==> src/rtl/fifo_ctrl_pkg.sv <==
// Shared defaults and read-FSM state type for the 16x4 FIFO controller slice.
package fifo_ctrl_pkg;

    localparam int unsigned DATA_WIDTH_DEF = 4;
    localparam int unsigned ADDR_WIDTH_DEF = 4;
    localparam int unsigned RAM_DEPTH_DEF  = 16;

    typedef enum logic [1:0] {
        IDLE    = 2'd0,
        FETCH   = 2'd1,
        CAPTURE = 2'd2
    } rd_state_t;

endpackage

==> src/rtl/fifo_ctrl_16x4_if.sv <==
// FIFO user-side handshake plus memory port bundle, with user/controller/memory views.
interface fifo_ctrl_16x4_if
    import fifo_ctrl_pkg::*;
#(
    parameter int unsigned DATA_WIDTH = DATA_WIDTH_DEF,
    parameter int unsigned ADDR_WIDTH = ADDR_WIDTH_DEF
);
    logic                  push;
    logic [DATA_WIDTH-1:0] din;
    logic                  pop;
    logic [DATA_WIDTH-1:0] dout;
    logic                  dout_valid;
    logic                  rd_busy;
    logic [ADDR_WIDTH:0]   count;
    logic                  empty;
    logic                  full;
    logic                  overflow;
    logic                  underflow;
    logic                  mem_wr_en;
    logic [ADDR_WIDTH-1:0] mem_wr_addr;
    logic [DATA_WIDTH-1:0] mem_wr_data;
    logic                  mem_rd_en;
    logic [ADDR_WIDTH-1:0] mem_rd_addr;
    logic [DATA_WIDTH-1:0] mem_rd_data;

    modport master (
        output push, din, pop,
        input  dout, dout_valid, rd_busy, count, empty, full, overflow, underflow
    );

    modport slave (
        input  push, din, pop, mem_rd_data,
        output dout, dout_valid, rd_busy, count, empty, full, overflow, underflow,
        output mem_wr_en, mem_wr_addr, mem_wr_data, mem_rd_en, mem_rd_addr
    );

    modport mem (
        input  mem_wr_en, mem_wr_addr, mem_wr_data, mem_rd_en, mem_rd_addr,
        output mem_rd_data
    );

endinterface

==> src/rtl/fifo_ctrl_16x4_ptr.sv <==
// Wrapping FIFO pointer: advances on i_en, returns to 0 after RAM_DEPTH-1.
module fifo_ptr
    import fifo_ctrl_pkg::*;
#(
    parameter int unsigned ADDR_WIDTH = ADDR_WIDTH_DEF,
    parameter int unsigned RAM_DEPTH  = RAM_DEPTH_DEF
) (
    input  logic                  clk,
    input  logic                  rst,
    input  logic                  i_en,
    output logic [ADDR_WIDTH-1:0] o_ptr
);
    logic [ADDR_WIDTH-1:0] r_ptr;

    always_ff @(posedge clk) begin
        if (rst) begin
            r_ptr <= '0;
        end else if (i_en) begin
            r_ptr <= (r_ptr == ADDR_WIDTH'(RAM_DEPTH - 1)) ? '0 : r_ptr + ADDR_WIDTH'(1);
        end
    end

    assign o_ptr = r_ptr;

endmodule

==> src/rtl/fifo_ctrl_16x4.sv <==
// FIFO controller: pointer/count bookkeeping and a 3-state read FSM driving an
// external registered-read memory; holds no storage of its own.
module fifo_ctrl_16x4
    import fifo_ctrl_pkg::*;
#(
    parameter int unsigned DATA_WIDTH = DATA_WIDTH_DEF,
    parameter int unsigned ADDR_WIDTH = ADDR_WIDTH_DEF,
    parameter int unsigned RAM_DEPTH  = RAM_DEPTH_DEF
) (
    input logic             clk,
    input logic             rst,
    fifo_ctrl_16x4_if.slave bus
);
    localparam int unsigned CNT_W = ADDR_WIDTH + 1;

    rd_state_t             r_state;
    logic [CNT_W-1:0]      r_count;
    logic [DATA_WIDTH-1:0] r_dout;
    logic                  r_dout_valid;
    logic                  r_overflow;
    logic                  r_underflow;

    logic                  w_full;
    logic                  w_empty;
    logic                  w_push_ok;
    logic                  w_pop_ok;
    logic                  w_capture;
    logic [ADDR_WIDTH-1:0] w_wr_ptr;
    logic [ADDR_WIDTH-1:0] w_rd_ptr;

    assign w_full    = (r_count == CNT_W'(RAM_DEPTH));
    assign w_empty   = (r_count == '0);
    assign w_push_ok = bus.push & ~w_full & ~rst;
    assign w_pop_ok  = bus.pop & (r_state == IDLE) & ~w_empty;
    assign w_capture = (r_state == CAPTURE);

    fifo_ptr #(.ADDR_WIDTH(ADDR_WIDTH), .RAM_DEPTH(RAM_DEPTH)) u_wr_ptr (
        .clk   (clk),
        .rst   (rst),
        .i_en  (w_push_ok),
        .o_ptr (w_wr_ptr)
    );

    fifo_ptr #(.ADDR_WIDTH(ADDR_WIDTH), .RAM_DEPTH(RAM_DEPTH)) u_rd_ptr (
        .clk   (clk),
        .rst   (rst),
        .i_en  (w_capture),
        .o_ptr (w_rd_ptr)
    );

    // The entry under read stays counted until CAPTURE, so full blocks writes to it.
    always_ff @(posedge clk) begin
        if (rst) begin
            r_state      <= IDLE;
            r_count      <= '0;
            r_dout       <= '0;
            r_dout_valid <= 1'b0;
            r_overflow   <= 1'b0;
            r_underflow  <= 1'b0;
        end else begin
            r_dout_valid <= 1'b0;
            case (r_state)
                IDLE:    if (w_pop_ok) r_state <= FETCH;
                FETCH:   r_state <= CAPTURE;
                CAPTURE: begin
                    r_dout       <= bus.mem_rd_data;
                    r_dout_valid <= 1'b1;
                    r_state      <= IDLE;
                end
                default: r_state <= IDLE;
            endcase

            case ({w_push_ok, w_capture})
                2'b10:   r_count <= r_count + CNT_W'(1);
                2'b01:   r_count <= r_count - CNT_W'(1);
                default: r_count <= r_count;
            endcase

            if (bus.push && w_full) r_overflow  <= 1'b1;
            if (bus.pop && !w_pop_ok) r_underflow <= 1'b1;
        end
    end

    assign bus.mem_wr_en   = w_push_ok;
    assign bus.mem_wr_addr = w_wr_ptr;
    assign bus.mem_wr_data = bus.din;
    assign bus.mem_rd_en   = (r_state != IDLE);
    assign bus.mem_rd_addr = w_rd_ptr;

    assign bus.dout       = r_dout;
    assign bus.dout_valid = r_dout_valid;
    assign bus.rd_busy    = (r_state != IDLE);
    assign bus.count      = r_count;
    assign bus.empty      = w_empty;
    assign bus.full       = w_full;
    assign bus.overflow   = r_overflow;
    assign bus.underflow  = r_underflow;

endmodule

==> src/flat_wrapper.sv <==
// flat-port wrapper written by rule: the top's interface ports become plain ports
module fifo_ctrl_16x4_flat import fifo_ctrl_pkg::*;
#(
    parameter int unsigned DATA_WIDTH = DATA_WIDTH_DEF,
    parameter int unsigned ADDR_WIDTH = ADDR_WIDTH_DEF,
    parameter int unsigned RAM_DEPTH  = RAM_DEPTH_DEF
)
  (clk, rst, bus_push, bus_din, bus_pop, bus_mem_rd_data, bus_dout, bus_dout_valid, bus_rd_busy, bus_count, bus_empty, bus_full, bus_overflow, bus_underflow, bus_mem_wr_en, bus_mem_wr_addr, bus_mem_wr_data, bus_mem_rd_en, bus_mem_rd_addr);
  fifo_ctrl_16x4_if #(.DATA_WIDTH(DATA_WIDTH), .ADDR_WIDTH(ADDR_WIDTH)) bus_i ();
  input logic clk;
  input logic rst;
  input wire logic [$bits(bus_i.push)-1:0] bus_push;
  input wire logic [$bits(bus_i.din)-1:0] bus_din;
  input wire logic [$bits(bus_i.pop)-1:0] bus_pop;
  input wire logic [$bits(bus_i.mem_rd_data)-1:0] bus_mem_rd_data;
  output wire logic [$bits(bus_i.dout)-1:0] bus_dout;
  output wire logic [$bits(bus_i.dout_valid)-1:0] bus_dout_valid;
  output wire logic [$bits(bus_i.rd_busy)-1:0] bus_rd_busy;
  output wire logic [$bits(bus_i.count)-1:0] bus_count;
  output wire logic [$bits(bus_i.empty)-1:0] bus_empty;
  output wire logic [$bits(bus_i.full)-1:0] bus_full;
  output wire logic [$bits(bus_i.overflow)-1:0] bus_overflow;
  output wire logic [$bits(bus_i.underflow)-1:0] bus_underflow;
  output wire logic [$bits(bus_i.mem_wr_en)-1:0] bus_mem_wr_en;
  output wire logic [$bits(bus_i.mem_wr_addr)-1:0] bus_mem_wr_addr;
  output wire logic [$bits(bus_i.mem_wr_data)-1:0] bus_mem_wr_data;
  output wire logic [$bits(bus_i.mem_rd_en)-1:0] bus_mem_rd_en;
  output wire logic [$bits(bus_i.mem_rd_addr)-1:0] bus_mem_rd_addr;
  assign bus_i.push = bus_push;
  assign bus_i.din = bus_din;
  assign bus_i.pop = bus_pop;
  assign bus_i.mem_rd_data = bus_mem_rd_data;
  assign bus_dout = bus_i.dout;
  assign bus_dout_valid = bus_i.dout_valid;
  assign bus_rd_busy = bus_i.rd_busy;
  assign bus_count = bus_i.count;
  assign bus_empty = bus_i.empty;
  assign bus_full = bus_i.full;
  assign bus_overflow = bus_i.overflow;
  assign bus_underflow = bus_i.underflow;
  assign bus_mem_wr_en = bus_i.mem_wr_en;
  assign bus_mem_wr_addr = bus_i.mem_wr_addr;
  assign bus_mem_wr_data = bus_i.mem_wr_data;
  assign bus_mem_rd_en = bus_i.mem_rd_en;
  assign bus_mem_rd_addr = bus_i.mem_rd_addr;
  fifo_ctrl_16x4 #(.DATA_WIDTH(DATA_WIDTH), .ADDR_WIDTH(ADDR_WIDTH), .RAM_DEPTH(RAM_DEPTH)) u_core (.clk(clk), .rst(rst), .bus(bus_i));
endmodule
==> config.mk <==
export PLATFORM = sky130hd
export DESIGN_NAME = fifo_ctrl_16x4_flat
export DESIGN_NICKNAME = d
export VERILOG_FILES = /design/src/rtl/fifo_ctrl_pkg.sv /design/src/rtl/fifo_ctrl_16x4_if.sv /design/src/rtl/fifo_ctrl_16x4_ptr.sv /design/src/rtl/fifo_ctrl_16x4.sv /design/src/flat_wrapper.sv
export SDC_FILE = /design/constraint.sdc
export NUM_CORES = 1
export LEC_CHECK = 0
export CORE_MARGIN = 2
export CORE_UTILIZATION = 38
export DETAILED_ROUTE_END_ITERATION = 10
export PLACE_DENSITY_LB_ADDON = 0.05
export SLEW_MARGIN = 20
export SYNTH_ARGS = -nofsm -noshare
export SYNTH_HDL_FRONTEND = slang
export SYNTH_SLANG_ARGS = --single-unit
==> constraint.sdc <==
create_clock -name clk -period 2.5 [get_ports clk]
set_input_delay 0.25 -clock clk [delete_from_list [all_inputs] [get_ports clk]]
set_output_delay 0.25 -clock clk [all_outputs]
set_load 0.01 [all_outputs]
==> results of run 1 <==
-- cell type report --
cell class	count	area, um2
Clock buffer	3	22.52
Sequential cell	22	444.2
Tap cell	31	38.79
Clock inverter	1	30.03
Timing Repair Buffer	48	440.4
Multi-Input combinational cell	84	580.6
Inverter	4	15.01
Fill cell	260	1115
-- sequential cells by signal, indices dropped and copies added (netlist names) --
signal / count
u_core.bus.count: 5
u_core.r_state: 2
u_core.bus.underflow: 1
u_core.bus.dout_valid: 1
u_core.bus.dout: 4
u_core.u_rd_ptr.o_ptr: 4
u_core.u_wr_ptr.o_ptr: 4
u_core.bus.overflow: 1
-- repair_timing --
item / in CTS / in global routing
endpoints found under the setup margin: 1 / 1
hold buffers: 0 / 0
hold endpoints to repair: 0 / 0
pin swaps: 0 / 3
resized for setup: 1 / 7
setup buffers: 0 / 1
-- stage by stage --
stage / area (um2) / power (mW) / hold WS [ns] / worst slack [ns]
2_1_floorplan: 1056 / 0.4580 / 0.3860 / 0.09019
3_3_place_gp: 1470 / 0.5271 / 0.4233 / 0.004199
3_5_place_dp: 1470 / 0.5283 / 0.4410 / -0.08474
4_1_cts: 1525 / 0.8068 / 0.4596 / 0.02988
5_1_grt: 1572 / 0.8473 / 0.4779 / -0.001523
6_report: 1572 / 0.8051 / 0.4578 / 0.1576
-- power groups by stage --
stage          registers (mW)  clock network, mW  logic [mW]
5_1_grt                 0.377              0.301       0.170
3_3_place_gp            0.381                  0       0.147
6_report                0.374              0.275       0.155
2_1_floorplan           0.388                  0      0.0696
4_1_cts                 0.373              0.284       0.150
3_5_place_dp            0.381                  0       0.148
-- how the worst max path moves through the flow --
stage,start,to,slack [ns],cells past startpoint
final,u_core.bus.count[0]$_SDFFE_PP0P_,bus_full,0.16,4
after floorplan,u_core.bus.count[0]$_SDFFE_PP0P_,u_core.bus.count[4]$_SDFFE_PP0P_,0.09,9
after detailed placement,bus_push,u_core.bus.count[4]$_SDFFE_PP0P_,-0.08,9
after global routing,u_core.bus.count[0]$_SDFFE_PP0P_,u_core.bus.count[4]$_SDFFE_PP0P_,-0.002,10
after CTS,u_core.bus.count[0]$_SDFFE_PP0P_,u_core.bus.count[4]$_SDFFE_PP0P_,0.03,10
after global placement,bus_push,u_core.bus.count[4]$_SDFFE_PP0P_,0.004,9
-- logic make-up (layout without fill, tap and decap cells) --
family,count (synthesis),in the layout,share of synthesized area
buf+inv,14,56,0.06896
fa+ha+maj,7,7,0.09037
simple gates,46,46,0.2140
flops,22,22,0.4185
xor+xnor,4,4,0.03330
compound gates,24,24,0.1463
mux,3,3,0.02854
-- layer usage --
layer / wire [um] / track usage / vias to the layer above
met2: 1136 / 0.2674 / 24
met5: 0 / 0 / -
met1: 1082 / 0.2049 / 443
met3: 155 / 0.04147 / 2
met4: 16 / 0.05102 / 0
li1: - / - / 497
-- cell usage after synthesis, types with 2 or more instances --
cell      instances  share of area
ha_1              6          0.071
nor3b_1           2          0.014
clkbuf_1          4          0.014
mux2i_1           3          0.029
buf_4             5          0.036
a311oi_1          2          0.017
inv_1             3          0.011
nand2_1          14          0.050
nand2b_1          2          0.012
a21oi_1          14          0.067
or4_1             2          0.014
xor2_1            3          0.025
nor2_1           17          0.061
nand3_1           3          0.014
dfxtp_1          22           0.42
-- critical path, delay by kind of cell (launching register included) --
kind	cells	cell delay, ns
buf+inv	2	0.72
flops	1	0.36
simple gates	2	0.71
==> impl_metrics.tcl, run 1 <==
set metrics [dict create \
    cts_buffer_depth 2 \
    mostFrequentLayoutCells "clkdlybuf4s50_1, dfxtp_1, nor2_1" \
    drtPass1Iterations 4 \
    ys_ff_latch 22 \
    htree_levels 1 \
    intPower_uw 615.0 \
    tns_ns 0 \
    fin_util 0.5850 \
    cts_buffers 3 \
    routed_wl_um 2391 \
    vdd_drop_max_uv 431.4 \
    clkPwrFrac 0.342 \
    path_clk_slew_ns 0.13 \
    die_y_um 56.62 \
    cellPowerDensity_nw_per_um2 512.3 \
    clock_latency_ns 0.31 \
    hpwl_um 1764 \
    hold_viol_final 0 \
    final.period_utilization 0.9370 \
    port_buffers 32 \
    final_common_cell "clkdlybuf4s50_1" \
    worstHoldStart "u_core.r_state[1]$_SDFFE_PP0P_" \
    cp_cell_sequence "buf_4, or4_4, nor2_1, clkdlybuf4s50_1" \
    fin_cells 193 \
    criticalPathCategory "flop to output pin" \
    route.vias.total 966 \
    area_delta_synth_final_pct 49.35 \
    postSynthCellCount 120 \
    dieArea_um2 3206 \
    timing.rr.end "u_core.bus.count[4]$_SDFFE_PP0P_" \
    cts_tree "done" \
    clock_skew_ns 0.003809 \
    synthFlopType "dfxtp_1" \
    critPathArrivalTime_ns 2.09 \
    core_um2 2686 \
    drt_iter0_drc 6 \
    max_stage_delay_ns 0.57 \
    setup_viol 0 \
    rr_startpoint "u_core.bus.count[0]$_SDFFE_PP0P_" \
    chipWidth_um 56.62 \
    seq_area_frac_synth 0.4185 \
    synth_fp_nets 139 \
    min_path_cells 1 \
    routabilityCongestion 0.7125 \
    grt_max_degree 25 \
    worst_pin_slew_ns 0.2445 \
    ant_nets 0 \
    start_util 0.3917 \
    antenna_found_initial 0 \
    critPathSlowestCell "or4_4" \
    path_max_fanout 5 \
    synth-edff-count 0 \
    power.leakage_nw 0.6312 \
    maxSlewHeadroom 0.8370 \
    vias_per_cell 5.005 \
    antenna_cells 0 \
    synth_cell_types 33 \
    grt_pass1_wl_um 4119 \
    critPathCaptureType "output pin" \
    min_path_type "flop to flop" \
    wl_per_cell_um 12.39 \
    swShare 0.2361 \
    avgSynthCellArea_um2 8.769 \
    r2r_cells 10 \
    syn_area_um2 1052 \
    drv_cap 0 \
    post-route-min-period_ns 2.342 \
    track_usage 0.1617 \
    pin_count 41 \
    slew_viol_final 0 \
    async_flop_share 0 \
    nets 182 \
    status "completed" \
    cts.root.buffer_cell "clkbuf_4" \
    grt_pass1_vias 929 \
    start_kind "flop" \
    numClockSinks 22 \
    grt_overflow_total 0 \
    worstHoldEndpoint "u_core.r_state[1]$_SDFFE_PP0P_" \
    place_inst 188 \
    ys_warn_count 0 \
    p_seq_frac 0.465 \
    drc_errors 0 \
    rows 19 \
    worst_ep_required_time_ns 2.25 \
    fmax_ghz 0.4269 \
    rrSetupSlack_ns 0.18 \
    drive_gt1_frac 0.1975 \
    power.switching_uw 190.1 \
    pwr-share-comb 0.193 \
]
No activity file was read; power rests on OpenSTA's default activity.
==> run 2, diff against run 1 <==
Settings changed: CORE_ASPECT_RATIO set to 0.7.
==> impl_metrics.tcl, run 2 (same netlist as run 1, synthesis figures left out) <==
set metrics [dict create \
    area_delta_synth_final_pct 46.02 \
    port_buffers 32 \
    track_usage 0.1742 \
    core_um2 2552 \
    drv_cap 0 \
    dieArea_um2 3213 \
    mostFrequentLayoutCells "clkdlybuf4s50_1, dfxtp_1, nor2_1" \
    hpwl_um 1852 \
    cts_tree "done" \
    power.leakage_nw 0.6227 \
    chipWidth_um 66.90 \
    fin_cells 194 \
    clock_skew_ns 0.005023 \
    path_clk_slew_ns 0.08 \
    die_y_um 48.03 \
    cp_cell_sequence "nor4_4, a21boi_2, nand2b_1, ha_2, ha_1, a21oi_2, a21oi_1, or4_1, a21oi_1" \
    grt_max_degree 25 \
    clock_latency_ns 0.26 \
    worst_ep_required_time_ns 2.70 \
    cts_buffers 3 \
    fmax_ghz 0.4305 \
    largest_reg_flops 5 \
    drive_gt1_frac 0.1625 \
    hold_viol_final 0 \
    rows 15 \
    pin_count 41 \
    worst_pin_slew_ns 0.2888 \
    p_total_uw 773.9 \
    antenna_found_initial 0 \
    post-cts-setup-buffer-count 0 \
    setup_viol 0 \
    grt_pass1_vias 833 \
    slew_viol_final 0 \
    maxSlewHeadroom 0.8072 \
    criticalPathCategory "flop to flop" \
    start_util 0.4123 \
    drtPass1Iterations 4 \
    rrSetupSlack_ns 0.18 \
    vias_per_cell 4.938 \
    path_max_fanout 5 \
    cp_common_cell "a21oi_1" \
    grt_overflow_total 0 \
    numClockSinks 22 \
    antenna_cells 0 \
    final.period_utilization 0.9292 \
    cts_buffer_depth 2 \
    max_stage_delay_ns 0.46 \
    vdd_drop_max_uv 233.7 \
    status "completed" \
    drc_errors 0 \
    place_inst 190 \
    drt_iter0_drc 55 \
    cts.root.buffer_cell "clkbuf_8" \
    routed_wl_um 2545 \
    start_kind "flop" \
    critPathCaptureType "flop" \
    cellPowerDensity_nw_per_um2 503.7 \
    grt_pass1_wl_um 4057 \
    nets 180 \
    htree_levels 1 \
    ant_nets 0 \
    route.vias.total 958 \
    routabilityCongestion 0.9148 \
    wl_per_cell_um 13.12 \
    min_path_type "flop to flop" \
    critPathSlowestCell "or4_1" \
    post-route-min-period_ns 2.323 \
    critPathArrivalTime_ns 2.52 \
    final_common_cell "clkdlybuf4s50_1" \
    fillers 233 \
]
==> run 2: layer usage <==
metal | part of all wire | vias to the layer above | global-route usage
met1 | 0.48 | 437 | 0.2365
met4 | 0.0059 | 0 | 0.04490
li1 | - | 495 | -
met2 | 0.45 | 22 | 0.2760
met3 | 0.065 | 4 | 0.05176
met5 | 0 | - | 0
==> run 2: repair_timing <==
item | 4_1_cts | 5_1_grt
hold buffers | 0 | 0
endpoints found under the hold margin | 0 | 0
setup endpoints to repair | 0 | 1
resized for setup | 0 | 3
==> run 2: final timing paths <==
| kind | cells past startpoint | end | start |
|---|---|---|---|
| setup / recovery | 9 | u_core.bus.count[4]$_SDFFE_PP0P_ | u_core.bus.count[0]$_SDFFE_PP0P_ |
| hold / removal | 1 | u_core.r_state[1]$_SDFFE_PP0P_ | u_core.r_state[1]$_SDFFE_PP0P_ |
| setup reg to reg | 9 | u_core.bus.count[4]$_SDFFE_PP0P_ | u_core.bus.count[0]$_SDFFE_PP0P_ |
| hold reg to reg | 1 | u_core.r_state[1]$_SDFFE_PP0P_ | u_core.r_state[1]$_SDFFE_PP0P_ |
==> run 2: stage by stage <==
step	cell area [um2]	TNS, ns	hold WS [ns]	util	setup WS (ns)
2_1_floorplan	1056	0	0.3860	-	0.09019
3_3_place_gp	1466	-0.007419	0.4260	0.5745	-0.007419
3_5_place_dp	1466	-0.1057	0.4369	0.5745	-0.1057
4_1_cts	1521	0	0.4493	0.5961	0.06308
5_1_grt	1536	-0.01301	0.4717	0.6020	-0.01301
6_report	1536	0	0.4536	0.6020	0.1769
==> run 2: layout make-up <==
type                    count  area [um2]  share of cell area
well taps                  34       42.54             0.02769
repair buffers             46       425.4              0.2769
clock buffers               4       55.05             0.03583
multi-input cells          84       558.0              0.3632
flip-flops and latches     22       440.4              0.2866
inverters                   4       15.01            0.009772
==> run 2: where the power goes <==
part	internal, mW	leakage, nW	total, mW	switching (mW)
Sequential	0.362	0.178	0.374	0.0113
Clock	0.140	0.0288	0.254	0.114
Combinational	0.0824	0.416	0.146	0.0638
==> run 2: critical path, delay by kind of cell (launching register included) <==
family          cells  cell delay (ns)
simple gates        3             0.89
fa+ha+maj           2             0.53
compound gates      4             0.50
flops               1             0.34
==> run 3, diff against run 2 <==
Clock period 2.5 ns to 2.12 ns, I/O delays scaled along.
==> impl_metrics.tcl, run 3 (same netlist as run 1, synthesis figures left out) <==
set metrics [dict create \
    place_inst 191 \
    swShare 0.2293 \
    drive_gt1_frac 0.2606 \
    criticalPathCategory "flop to flop" \
    port_buffers 32 \
    rsz0062_at_grt "true" \
    max_stage_delay_ns 0.42 \
    cts_buffers 3 \
    core_um2 2552 \
    fin_cells 199 \
    clkPwrFrac 0.382 \
    fmax_ghz 0.4502 \
    power.leakage_nw 0.6646 \
    path_buf_inv 0 \
    drtPass1Iterations 4 \
    cts.root.buffer_cell "clkbuf_8" \
    worst_slack_ns -0.1011 \
    nets 185 \
    rows 15 \
    wl_per_cell_um 13.49 \
    path_clk_slew_ns 0.08 \
    critPathArrivalTime_ns 2.44 \
    drc_errors 0 \
    cts_buffer_depth 2 \
    min_path_type "primary input to output pin" \
    route.vias.total 1001 \
    drv_cap 0 \
    ant_nets 0 \
    p_total_mw 1.028 \
    critPathCaptureType "flop" \
    chipWidth_um 66.90 \
    maxSlewHeadroom 0.8294 \
    place_ws_ns -0.2767 \
    drt_iter0_drc 34 \
    path_max_fanout 5 \
    routed_wl_um 2684 \
    slew_viol_final 0 \
    vias_per_cell 5.030 \
    critPathSlowestCell "or4_1" \
    final_common_cell "clkdlybuf4s50_1" \
    pin_count 41 \
    grt_overflow_total 0 \
    vdd_drop_max_uv 404.7 \
    numClockSinks 22 \
    antenna_cells 0 \
    track_usage 0.1872 \
    clock_skew_ns 0.007686 \
    post-route-min-period_ns 2.221 \
    power.switching_uw 235.7 \
    grt_pass1_vias 915 \
    grt_pass1_wl_um 4167 \
    dieArea_um2 3213 \
    fin_util 0.6500 \
    intPower_uw 792.0 \
    start_util 0.4123 \
    grt_max_degree 25 \
    area_delta_synth_final_pct 57.67 \
    status "finished with violations" \
    p_seq_frac 0.427 \
    mostFrequentLayoutCells "clkdlybuf4s50_1, buf_4, dfxtp_1" \
    hold_viol_final 0 \
    final.period_utilization 1.048 \
    start_kind "flop" \
    setup_viol 2 \
    finalInstanceArea_um2 1659 \
    cp_cell_sequence "nor4_4, a21boi_2, nand2b_1, ha_4, ha_1, a21oi_4, and3_1, or4_1, a21oi_2" \
    largest_reg_flops 5 \
    hpwl_um 1965 \
    worst_pin_slew_ns 0.2538 \
    critPathTopFamily "simple AND/OR/NAND/NOR gates" \
    die_y_um 48.03 \
    cts_tree "done" \
    place_area_um2 1535 \
    pwr-share-comb 0.191 \
    worst_ep_required_time_ns 2.34 \
    antenna_found_initial 0 \
    routabilityCongestion 0.7891 \
    violations "setup timing" \
    clock_latency_ns 0.27 \
    cellPowerDensity_nw_per_um2 619.4 \
    htree_levels 1 \
]
## run 3: worst paths after layout
| kind | from | end | slack [ns] | cells after the start |
|---|---|---|---|---|
| worst max-delay path | u_core.bus.count[0]$_SDFFE_PP0P_ | u_core.bus.count[4]$_SDFFE_PP0P_ | -0.10 | 9 |
| worst min-delay path | bus_din[1] | bus_mem_wr_data[1] | 0.42 | 0 |
| worst max register to register | u_core.bus.count[0]$_SDFFE_PP0P_ | u_core.bus.count[4]$_SDFFE_PP0P_ | -0.10 | 9 |
| worst min register to register | u_core.bus.dout[3]$_SDFFE_PP0P_ | u_core.bus.dout[3]$_SDFFE_PP0P_ | 0.46 | 2 |
## run 3: metrics by stage
step	hold WS, ns	TNS [ns]
2_1_floorplan	0.3480	-0.02834
3_3_place_gp	0.4241	-0.3137
3_5_place_dp	0.4241	-0.5372
4_1_cts	0.4241	-0.08690
5_1_grt	0.4240	-0.4414
6_report	0.4240	-0.1196
## run 3: per-layer routing
layer  global-route usage  wire [um]  up-vias
met3              0.06353        180       11
met5                    0          0        -
met4               0.1347         93        0
met2               0.2960       1230       30
li1                     -          -      501
met1               0.2199       1181      459
## run 3: power groups by stage
stage,Sequential (mW),Clock [mW],Combinational [mW]
3_5_place_dp,0.449,0,0.179
4_1_cts,0.440,0.404,0.182
3_3_place_gp,0.449,0,0.176
6_report,0.439,0.392,0.197
5_1_grt,0.442,0.422,0.215
2_1_floorplan,0.458,0,0.0865
## run 3: worst reg2reg max path, cell delays in order, from the launching register on
cell and delay [ns]:
dfxtp_4 0.36, nor4_4 0.31, a21boi_2 0.10, nand2b_1 0.15, ha_4 0.21, ha_1 0.24, a21oi_4 0.08, and3_1 0.18
or4_1 0.42, a21oi_2 0.12
## run 3: area by class of cell
cell class                 instances  area [um2]
sequential                        22       455.4
clock inverter                     1       30.03
clock buffer                       3       41.29
tap                               34       42.54
inverter                           4       16.27
timing repair buffer              51       460.4
multi-input combinational         84       613.1
fill                             225       893.4
## run 3: repair_timing
action,CTS,global route
setup endpoints to repair,4,3
gates resized for setup,3,4
pin swaps,1,5
hold buffers,0,0
buffers inserted,1,3
